===== config.mk =====
export PLATFORM = sky130hd
export DESIGN_NAME = axi_join_arb
export DESIGN_NICKNAME = d
export VERILOG_FILES = /design/src/rtl/axi_join_arb_pkg.sv /design/src/rtl/axi_join_arb_rr.sv /design/src/rtl/axi_join_arb.sv
export SDC_FILE = /design/constraint.sdc
export NUM_CORES = 1
export LEC_CHECK = 0
export BUFFER_PORTS_ARGS = -buffer_cell sky130_fd_sc_hd__buf_2
export CORE_AREA = 3 3 132 134
export DETAILED_ROUTE_END_ITERATION = 10
export DIE_AREA = 0 0 135 137
export SKIP_LAST_GASP = 1
export SYNTH_ARGS = -nofsm -noshare
export SYNTH_HDL_FRONTEND = slang
export SYNTH_SLANG_ARGS = --single-unit

===== constraint.sdc =====
create_clock -name clk_i -period 2.67 [get_ports clk_i]
set_input_delay 0.4005 -clock clk_i [delete_from_list [all_inputs] [get_ports clk_i]]
set_output_delay 0.4005 -clock clk_i [all_outputs]
set_load 0.02 [all_outputs]

===== src/rtl/axi_join_arb_pkg.sv =====
// Shared types for the 2:1 AXI join arbiter: channel payloads, port request/response bundles.
package axi_join_arb_pkg;

  localparam int unsigned DefSlvIdWidth = 4;
  localparam int unsigned DefMstIdWidth = DefSlvIdWidth + 1;
  localparam int unsigned AddrWidth     = 16;
  localparam int unsigned DataWidth     = 16;
  localparam int unsigned LenWidth      = 8;

  typedef logic [0:0] idx_t;

  typedef struct packed {
    logic [DefSlvIdWidth-1:0] id;
    logic [AddrWidth-1:0]     addr;
    logic [LenWidth-1:0]      len;
  } slv_ax_t;

  typedef struct packed {
    logic [DefMstIdWidth-1:0] id;
    logic [AddrWidth-1:0]     addr;
    logic [LenWidth-1:0]      len;
  } mst_ax_t;

  typedef struct packed {
    logic [DataWidth-1:0] data;
    logic                 last;
  } w_chan_t;

  typedef struct packed {
    logic [DefSlvIdWidth-1:0] id;
    logic [1:0]               resp;
  } slv_b_t;

  typedef struct packed {
    logic [DefMstIdWidth-1:0] id;
    logic [1:0]               resp;
  } mst_b_t;

  typedef struct packed {
    logic [DefSlvIdWidth-1:0] id;
    logic [DataWidth-1:0]     data;
    logic [1:0]               resp;
    logic                     last;
  } slv_r_t;

  typedef struct packed {
    logic [DefMstIdWidth-1:0] id;
    logic [DataWidth-1:0]     data;
    logic [1:0]               resp;
    logic                     last;
  } mst_r_t;

  typedef struct packed {
    slv_ax_t aw;
    logic    aw_valid;
    w_chan_t w;
    logic    w_valid;
    logic    b_ready;
    slv_ax_t ar;
    logic    ar_valid;
    logic    r_ready;
  } axi_slv_req_t;

  typedef struct packed {
    logic   aw_ready;
    logic   w_ready;
    slv_b_t b;
    logic   b_valid;
    logic   ar_ready;
    slv_r_t r;
    logic   r_valid;
  } axi_slv_resp_t;

  typedef struct packed {
    mst_ax_t aw;
    logic    aw_valid;
    w_chan_t w;
    logic    w_valid;
    logic    b_ready;
    mst_ax_t ar;
    logic    ar_valid;
    logic    r_ready;
  } axi_mst_req_t;

  typedef struct packed {
    logic   aw_ready;
    logic   w_ready;
    mst_b_t b;
    logic   b_valid;
    logic   ar_ready;
    mst_r_t r;
    logic   r_valid;
  } axi_mst_resp_t;

endpackage


===== src/rtl/axi_join_arb_rr.sv =====
// Two-input round-robin arbiter; the grant is held while the winner is valid but not yet accepted.
module axi_join_arb_rr
  import axi_join_arb_pkg::*;
(
  input  logic       clk_i,
  input  logic       rst_i,
  input  logic [1:0] req_i,
  input  logic       ready_i,
  output logic       valid_o,
  output idx_t       idx_o
);

  idx_t prio_q, prio_d;
  idx_t lock_idx_q, lock_idx_d;
  logic lock_q, lock_d;

  always_comb begin
    idx_o      = prio_q;
    valid_o    = 1'b0;
    lock_d     = 1'b0;
    lock_idx_d = lock_idx_q;
    prio_d     = prio_q;
    if (lock_q) begin
      idx_o = lock_idx_q;
    end else if (!req_i[prio_q] && req_i[~prio_q]) begin
      idx_o = ~prio_q;
    end
    valid_o    = req_i[idx_o];
    lock_d     = valid_o && !ready_i;
    lock_idx_d = idx_o;
    // Priority passes to the other port only once the winner is accepted.
    if (valid_o && ready_i) begin
      prio_d = ~idx_o;
    end
  end

  always_ff @(posedge clk_i) begin
    if (rst_i) begin
      prio_q     <= '0;
      lock_idx_q <= '0;
      lock_q     <= 1'b0;
    end else begin
      prio_q     <= prio_d;
      lock_idx_q <= lock_idx_d;
      lock_q     <= lock_d;
    end
  end

endmodule


===== src/rtl/axi_join_arb.sv =====
// 2:1 AXI join: round-robin AW/AR with port index prepended to ID, W steered by AW grant order,
// B/R routed back by the ID MSB.
module axi_join_arb
  import axi_join_arb_pkg::*;
#(
  parameter int unsigned SlvIdWidth = DefSlvIdWidth,
  parameter int unsigned MaxWTrans  = 8,
  parameter type slv_req_t  = axi_slv_req_t,
  parameter type slv_resp_t = axi_slv_resp_t,
  parameter type mst_req_t  = axi_mst_req_t,
  parameter type mst_resp_t = axi_mst_resp_t
) (
  input  logic      clk_i,
  input  logic      rst_i,
  input  slv_req_t  slv_reqs_i  [2],
  output slv_resp_t slv_resps_o [2],
  output mst_req_t  mst_req_o,
  input  mst_resp_t mst_resp_i
);

  localparam int unsigned PtrWidth = (MaxWTrans > 1) ? $clog2(MaxWTrans) : 1;
  localparam int unsigned CntWidth = $clog2(MaxWTrans + 1);

  if (MaxWTrans < 1) begin : gen_bad_depth
    $error("axi_join_arb: MaxWTrans must be at least 1");
  end
  if ($bits(mst_req_o.aw.id) != SlvIdWidth + 1) begin : gen_bad_id
    $error("axi_join_arb: master ID width must be SlvIdWidth+1");
  end

  logic                 post_rst_q, post_rst_d;
  logic [MaxWTrans-1:0] fifo_q, fifo_d;
  logic [PtrWidth-1:0]  wr_ptr_q, wr_ptr_d, rd_ptr_q, rd_ptr_d;
  logic [CntWidth-1:0]  cnt_q, cnt_d;

  logic       out_en, w_full, w_fwd, aw_push, w_pop;
  logic       aw_valid, ar_valid;
  idx_t       aw_idx, ar_idx, w_sel, b_sel, r_sel;
  logic [1:0] aw_req, ar_req;

  // Handshakes stay off while in reset and for the cycle right after it.
  assign out_en = !(rst_i || post_rst_q);
  assign w_full = (cnt_q == CntWidth'(MaxWTrans));
  assign w_fwd  = out_en && (cnt_q != '0);
  assign w_sel  = fifo_q[rd_ptr_q];
  assign b_sel  = idx_t'(mst_resp_i.b.id[SlvIdWidth]);
  assign r_sel  = idx_t'(mst_resp_i.r.id[SlvIdWidth]);

  assign aw_req = {slv_reqs_i[1].aw_valid, slv_reqs_i[0].aw_valid} & {2{out_en && !w_full}};
  assign ar_req = {slv_reqs_i[1].ar_valid, slv_reqs_i[0].ar_valid} & {2{out_en}};

  assign aw_push = aw_valid && mst_resp_i.aw_ready;
  assign w_pop   = w_fwd && slv_reqs_i[w_sel].w_valid && mst_resp_i.w_ready
                   && slv_reqs_i[w_sel].w.last;

  axi_join_arb_rr u_aw_rr (
    .clk_i   (clk_i),
    .rst_i   (rst_i),
    .req_i   (aw_req),
    .ready_i (mst_resp_i.aw_ready),
    .valid_o (aw_valid),
    .idx_o   (aw_idx)
  );

  axi_join_arb_rr u_ar_rr (
    .clk_i   (clk_i),
    .rst_i   (rst_i),
    .req_i   (ar_req),
    .ready_i (mst_resp_i.ar_ready),
    .valid_o (ar_valid),
    .idx_o   (ar_idx)
  );

  // W route FIFO: one entry per granted AW whose W burst has not yet finished.
  always_comb begin
    fifo_d     = fifo_q;
    wr_ptr_d   = wr_ptr_q;
    rd_ptr_d   = rd_ptr_q;
    post_rst_d = 1'b0;
    if (aw_push) begin
      fifo_d[wr_ptr_q] = aw_idx;
      wr_ptr_d = (wr_ptr_q == PtrWidth'(MaxWTrans - 1)) ? '0 : wr_ptr_q + PtrWidth'(1);
    end
    if (w_pop) begin
      rd_ptr_d = (rd_ptr_q == PtrWidth'(MaxWTrans - 1)) ? '0 : rd_ptr_q + PtrWidth'(1);
    end
    cnt_d = cnt_q + CntWidth'(aw_push) - CntWidth'(w_pop);
  end

  always_comb begin
    mst_req_o      = '0;
    slv_resps_o[0] = '0;
    slv_resps_o[1] = '0;

    mst_req_o.aw.id   = {aw_idx, slv_reqs_i[aw_idx].aw.id};
    mst_req_o.aw.addr = slv_reqs_i[aw_idx].aw.addr;
    mst_req_o.aw.len  = slv_reqs_i[aw_idx].aw.len;
    mst_req_o.aw_valid = aw_valid;
    slv_resps_o[aw_idx].aw_ready = aw_valid && mst_resp_i.aw_ready;

    mst_req_o.ar.id   = {ar_idx, slv_reqs_i[ar_idx].ar.id};
    mst_req_o.ar.addr = slv_reqs_i[ar_idx].ar.addr;
    mst_req_o.ar.len  = slv_reqs_i[ar_idx].ar.len;
    mst_req_o.ar_valid = ar_valid;
    slv_resps_o[ar_idx].ar_ready = ar_valid && mst_resp_i.ar_ready;

    mst_req_o.w       = slv_reqs_i[w_sel].w;
    mst_req_o.w_valid = w_fwd && slv_reqs_i[w_sel].w_valid;
    slv_resps_o[w_sel].w_ready = w_fwd && mst_resp_i.w_ready;

    // Responses: payload to both ports with the routing bit stripped, valid only to the owner.
    for (int i = 0; i < 2; i++) begin
      slv_resps_o[i].b.id   = mst_resp_i.b.id[SlvIdWidth-1:0];
      slv_resps_o[i].b.resp = mst_resp_i.b.resp;
      slv_resps_o[i].r.id   = mst_resp_i.r.id[SlvIdWidth-1:0];
      slv_resps_o[i].r.data = mst_resp_i.r.data;
      slv_resps_o[i].r.resp = mst_resp_i.r.resp;
      slv_resps_o[i].r.last = mst_resp_i.r.last;
    end
    slv_resps_o[b_sel].b_valid = out_en && mst_resp_i.b_valid;
    slv_resps_o[r_sel].r_valid = out_en && mst_resp_i.r_valid;
    mst_req_o.b_ready = slv_reqs_i[b_sel].b_ready;
    mst_req_o.r_ready = slv_reqs_i[r_sel].r_ready;
  end

  always_ff @(posedge clk_i) begin
    if (rst_i) begin
      post_rst_q <= 1'b1;
      fifo_q     <= '0;
      wr_ptr_q   <= '0;
      rd_ptr_q   <= '0;
      cnt_q      <= '0;
    end else begin
      post_rst_q <= post_rst_d;
      fifo_q     <= fifo_d;
      wr_ptr_q   <= wr_ptr_d;
      rd_ptr_q   <= rd_ptr_d;
      cnt_q      <= cnt_d;
    end
  end

endmodule


==> results of run 1 <==
## worst max-delay path by stage
stage,end,cells after the start,startpoint
floorplan,cnt_q[2]$_SDFF_PP0_,12,cnt_q[2]$_SDFF_PP0_
global placement,cnt_q[3]$_SDFF_PP0_,12,rst_i
detailed placement,cnt_q[3]$_SDFF_PP0_,12,rst_i
CTS,mst_req_o[55],9,cnt_q[2]$_SDFF_PP0_
global route,mst_req_o[78],9,cnt_q[2]$_SDFF_PP0_
finish,mst_req_o[78],9,cnt_q[2]$_SDFF_PP0_
## metal layers
layer / vias to the layer above / share of wire [%] / GRT usage (%)
met2: 239 / 52 / 24.8
met4: 10 / 2.4 / 3.75
met3: 20 / 12 / 5.85
met5: - / 0.52 / 0
li1: 1539 / - / -
met1: 1443 / 33 / 12.3
## flip-flops by register name (all words and copies together) (netlist names)
name                cells
u_ar_rr.lock_idx_q      1
post_rst_q              1
u_ar_rr.prio_q          1
u_ar_rr.lock_q          1
u_aw_rr.lock_q          1
u_aw_rr.prio_q          1
rd_ptr_q                3
fifo_q                  8
cnt_q                   4
u_aw_rr.lock_idx_q      1
wr_ptr_q                3
## repair_timing
action / in CTS / in global routing
endpoints found under the setup margin: 45 / 34
gates resized for setup: 41 / 18
setup buffers: 4 / 0
cloned: 2 / 0
pin swaps: 2 / 3
## worst max-delay path, stage by stage (launching register included)
cell and delay (ps):
dfxtp_2 320, inv_2 60, ha_4 120, or3b_4 390
a311oi_2 270, a211o_2 210, buf_12 130, buf_16 130
mux2_4 310, buf_6 130
## power groups by stage
| stage | combinational (uW) | sequential, uW | clock [uW] |
|---|---|---|---|
| finish | 1100 | 420 | 353 |
| global route | 1180 | 423 | 384 |
| CTS | 1100 | 414 | 367 |
| detailed placement | 935 | 422 | 0 |
| global placement | 929 | 422 | 0 |
| floorplan | 746 | 416 | 0 |
## cells in the final DEF, fill, tap and decap left out, drive strengths merged, types with 6 or more instances in the layout
cell type	count
a21oi	7
a311oi	9
a41oi	9
and3	6
buf	278
dfxtp	25
ha	10
inv	8
mux2	75
nand2	7
nor2	11
nor2b	6
nor3	6
o21ai	7
## per-stage QoR
stage | power [uW] | setup WS, ps | hold WS, ps
5_1_grt | 1980 | -179 | 311
3_3_place_gp | 1350 | 93.7 | 525
2_1_floorplan | 1160 | 68.0 | 428
3_5_place_dp | 1360 | 20.4 | 540
6_report | 1870 | -69.5 | 314
4_1_cts | 1880 | -41.5 | 299
## area by class of cell
cell class	instances	area, um^2
Clock buffer	3	75.1
Fill cell	1703	11900
Antenna cell	2	5.00
Clock inverter	1	7.51
Tap cell	220	275
Inverter	8	32.5
Timing Repair Buffer	278	1620
Multi-Input combinational cell	212	2000
Sequential cell	25	507
## cells by family (layout without fill, tap and decap cells)
group | after synthesis | in the layout | synth area share (%)
AND/OR/NAND/NOR | 68 | 68 | 13.2
flip-flops | 25 | 25 | 16.4
other | 0 | 2 | 0
buffers and inverters | 87 | 290 | 21.1
multiplexers | 82 | 82 | 31.3
adder cells (fa/ha/maj) | 11 | 11 | 4.76
AO/OA/AOI/OAI | 49 | 49 | 12.6
XOR/XNOR | 2 | 2 | 0.575
==> metrics, run 1 <==
RR Startpoint=cnt_q[2]$_SDFF_PP0_; RR Endpoint=cnt_q[1]$_SDFF_PP0_; largest net degree at the start of global routing=26; Final min period=2740 ps; Hold EP=post_rst_q$_DFF_P_; violated checks=negative setup slack; peak supply drop=0.211 mV; worst setup path class=reg2out; final setup TNS=-1080 ps; final hold vios=0; min-delay src=rst_i; Syn Area/Cell=9.40 um^2; fin util=27.5%; P_leak=0.00218 uW; vias in the first global route=3159; die area=18500 um^2; fmax=365 MHz; pwr/cell area=413 nW/um^2; CTS Root Cell=clkbuf_16; TritonCTS Buffers=3; DP Cell Count=738; mapped cell area=3050 um^2; Overflow after GRT=0; layout cells sized above 1=72.1%; crit path capture type=output port; clock latency on the worst-skew pair=260 ps; critical path required time=2270 ps; Yosys top cell by area=mux2_2; DRT iter0 DRCs=78; top-count cell post-synth=mux2_2; Hold Path Cell Cnt=1; mean number of vias per cell=4.34; antenna violations before repair=8; Final period util=103%; Synth Flop Type=dfxtp_1; top cells by count, synth=mux2_2, buf_4, dfxtp_1; final worst slack=-69.5 ps; syn nets=529; Slew headroom=66.3%; Critical Path AT=2340 ps; Hold Crit Class=in2reg; Reg clk slew, reported paths=70 ps; DRC Markers=0; FF+latch count, synth=25; post-detail-place hpwl=11100 um; sequential share of power=22.5%; fraction of registers with async set/reset=0%; hold buffer count at CTS=0; core area=16400 um^2; routability cong.=0.832; Layout Cells excl Fill=749; WL per Instance=17.5 um; CTS max path bufs=2; die extent in y=137 um; sequential element share of the synthesized area=16.4%; input/output buffers=254; wirelength, routed=13100 um; final instance area=4520 um^2; Netlist cell types=50; via count=3251; Post-Syn Instances=324; Post-synth EDFFs=0; Cell Int Power=1150 uW; Area contributors post-synth=mux2_2, buf_4, dfxtp_1, ha_1, a311oi_1; post-synth top area share=26.6%; Gate power share=58.6%; Max Cap Viol=0; Sw Share=38.3%; GRT Util Overall=12.9%; reg2reg setup slack=260 ps; CTS Sinks=25; placed standard-cell area=4160 um^2; run status=finished with violations; Final setup viols=29; starting density of the core=18.6%; Clock Skew=5.53 ps; clock share of power=18.9%; clock tree from TritonCTS=yes; H-tree levels=1; final max-slew violation count=0; Tightest Pin Transition=502 ps; crit-path max FO=7; Die W=135 um; RSZ-0062 raised after global routing=true; number of nets in the layout=733; first-pass GRT wire length=17900 um; number of routed nets with antenna violations=0; CP Launch Type=flop; Ys Warns=0; NetSw=715 uW; # IOs=342; drt pass-1 iters=4; Synth-to-Final Area Change=48.3%; # rows=47; worst reg-to-reg path cell count=12
(Power assumes the default switching activity.)
==> run 2: changes to the inputs <==
--- a/config.mk
+++ b/config.mk
@@ -10,6 +10,8 @@
 export DETAILED_ROUTE_END_ITERATION = 10
 export DIE_AREA = 0 0 135 137
 export SKIP_LAST_GASP = 1
+export SLEW_MARGIN = 15
 export SYNTH_ARGS = -nofsm -noshare
 export SYNTH_HDL_FRONTEND = slang
 export SYNTH_SLANG_ARGS = --single-unit
+export TNS_END_PERCENT = 1
==> constraint.sdc (replaced) <==
create_clock -name clk_i -period 2.67 [get_ports clk_i]
set_input_delay 0.4005 -clock clk_i [delete_from_list [all_inputs] [get_ports clk_i]]
set_output_delay 0.4005 -clock clk_i [all_outputs]
set_load 0.005 [all_outputs]
==> metrics, run 2 (synthesis results as in run 1) <==
run status=finished with violations (unchanged); violated checks=negative setup slack (unchanged); layout cells sized above 1=71.2% (was 72.1%); RSZ-0062 raised after global routing=true (unchanged); RR Endpoint=cnt_q[2]$_SDFF_PP0_ (was cnt_q[1]$_SDFF_PP0_); Final min period=2710 ps (was 2740 ps); worst setup path start=cnt_q[2]$_SDFF_PP0_ (unchanged); Final setup viols=8 (was 29); crit-path max FO=6 (was 7); P_leak=0.00212 uW (was 0.00218 uW); Die W=135 um (unchanged); final setup TNS=-206 ps (was -1080 ps); clock tree from TritonCTS=yes (unchanged); first-pass GRT wire length=17300 um (was 17900 um); worst setup path class=reg2out (unchanged); register with the most flip-flops=fifo_q (unchanged); GRT Util Overall=12.4% (was 12.9%); pwr/cell area=373 nW/um^2 (was 413 nW/um^2); power after layout=1640 uW (was 1870 uW); number of routed nets with antenna violations=0 (unchanged); fillers=1773 (was 1703); H-tree levels=1 (unchanged); Final period util=101% (was 103%); Cell Int Power=1100 uW (was 1150 uW); CTS max path bufs=2 (unchanged); Tightest Pin Transition=494 ps (was 502 ps); starting density of the core=18.6% (unchanged); max reg flops=8 (unchanged); clock latency on the worst-skew pair=260 ps (about the same); CTS Sinks=25 (unchanged); CTS Root Cell=clkbuf_16 (unchanged); reg2reg setup slack=170 ps (was 260 ps); worst reg-to-reg path cell count=9 (was 12); routability cong.=0.861 (was 0.832); final hold vios=0 (unchanged); largest net degree at the start of global routing=31 (was 26); TritonCTS Buffers=3 (unchanged); # IOs=342 (unchanged); Hold Crit Class=in2reg (unchanged); via count=3233 (was 3251); final max-slew violation count=0 (unchanged); Synth-to-Final Area Change=44.1% (was 48.3%); mean number of vias per cell=4.33 (was 4.34); final worst slack=-38.1 ps (was -69.5 ps); input/output buffers=254 (unchanged); critical path required time=2270 ps (about the same); RR Startpoint=rd_ptr_q[0]$_SDFFE_PP0P_ (was cnt_q[2]$_SDFF_PP0_); Max Cap Viol=0 (unchanged); DRT iter0 DRCs=178 (was 78); Critical Path AT=2310 ps (was 2340 ps); drt pass-1 iters=4 (unchanged); Hold Path Cell Cnt=1 (unchanged); Clock Skew=5.01 ps (was 5.53 ps); crit path capture type=output port (unchanged); core area=16400 um^2 (unchanged); Hold EP=post_rst_q$_DFF_P_ (unchanged); most frequent cells in the layout=buf_2, mux2_2, dfxtp_1 (unchanged); CP Launch Type=flop (unchanged); Reg clk slew, reported paths=70 ps (about the same); Gate power share=53.1% (was 58.6%); post-detail-place hpwl=10800 um (was 11100 um); peak supply drop=0.209 mV (was 0.211 mV); wirelength, routed=12600 um (was 13100 um); NetSw=532 uW (was 715 uW); commonest non-fill, non-tap cell in the layout=buf_2 (unchanged); Overflow after GRT=0 (unchanged); WL per Instance=16.9 um (was 17.5 um); min-delay src=rst_i (unchanged); # rows=47 (unchanged); dpl ws=64.0 ps (was 20.4 ps); fmax=369 MHz (was 365 MHz); clock share of power=21.2% (was 18.9%); antenna violations before repair=9 (was 8); biggest regs=fifo_q: 8 flops, cnt_q: 4 flops (unchanged); DRC Markers=0 (unchanged); sequential share of power=25.6% (was 22.5%); hold buffer count at CTS=0 (unchanged); vias in the first global route=3054 (was 3159); die area=18500 um^2 (unchanged); number of nets in the layout=731 (was 733); Slew headroom=66.8% (was 66.3%); die extent in y=137 um (unchanged); Sw Share=32.5% (was 38.3%)
==> run 2: cell types whose count changed in the layout (fill, tap and decap cells not counted), sizes merged <==
cell   delta
diode     -1
buf       -2
==> run 2: critical path: stages, from the launching register on <==
cell	delay [ps]
dfxtp_2	320
inv_2	80
ha_4	130
or3b_4	380
a311oi_2	280
a211o_4	210
buf_12	120
buf_16	110
mux2_4	290
buf_2	130
==> run 2: worst max-delay path by stage <==
| stage | depth (start not counted) | to | slack (ps) |
|---|---|---|---|
| 3_3_place_gp | 12 | cnt_q[3]$_SDFF_PP0_ | 100 |
| 5_1_grt | 9 | mst_req_o[77] | -120 |
| 4_1_cts | 8 | mst_req_o[68] | -40 |
| 3_5_place_dp | 12 | cnt_q[3]$_SDFF_PP0_ | 60 |
| 2_1_floorplan | 12 | cnt_q[2]$_SDFF_PP0_ | 70 |
| 6_report | 9 | mst_req_o[77] | -40 |
==> run 2: area by class of cell <==
cell class / instances / area (um^2) / share of cell area, %
multi-input combinational: 212 / 1980 / 45.0
timing repair buffer: 276 / 1520 / 34.6
sequential: 25 / 503 / 11.5
tap: 220 / 275 / 6.27
clock buffer: 3 / 75.1 / 1.71
inverter: 8 / 32.5 / 0.741
clock inverter: 1 / 7.51 / 0.171
antenna: 1 / 2.50 / 0.0570
==> run 2: timing repair <==
| action | in CTS | in global routing |
|---|---|---|
| pin swaps | 2 | 3 |
| setup buffers | 5 | 2 |
| endpoints found under the setup margin | 28 | 29 |
| gates cloned | 2 | 0 |
| gates resized for setup | 4 | 20 |
==> run 2: per-layer routing <==
metal / up-vias / track usage [%] / share of wire, %
li1: 1531 / - / -
met1: 1424 / 12.8 / 35
met2: 252 / 23.9 / 51
met3: 20 / 4.60 / 12
met4: 6 / 2.63 / 2.5
met5: - / 0 / 0.32
==> run 2: stage by stage <==
stage	utilization [%]	hold WS, ps	std cells	cell area, um^2
finish	26.8	305	746	4390
global route	26.8	305	746	4390
CTS	26.6	294	746	4360
floorplan	-	428	324	3050
detailed placement	25.4	533	735	4160
global placement	25.4	526	735	4160
==> run 2: power groups by stage <==
stage | Sequential (uW) | Combinational (uW) | Clock (uW)
CTS | 414 | 874 | 363
floorplan | 416 | 522 | 0
global placement | 422 | 780 | 0
finish | 419 | 869 | 347
global route | 423 | 947 | 376
detailed placement | 421 | 783 | 0
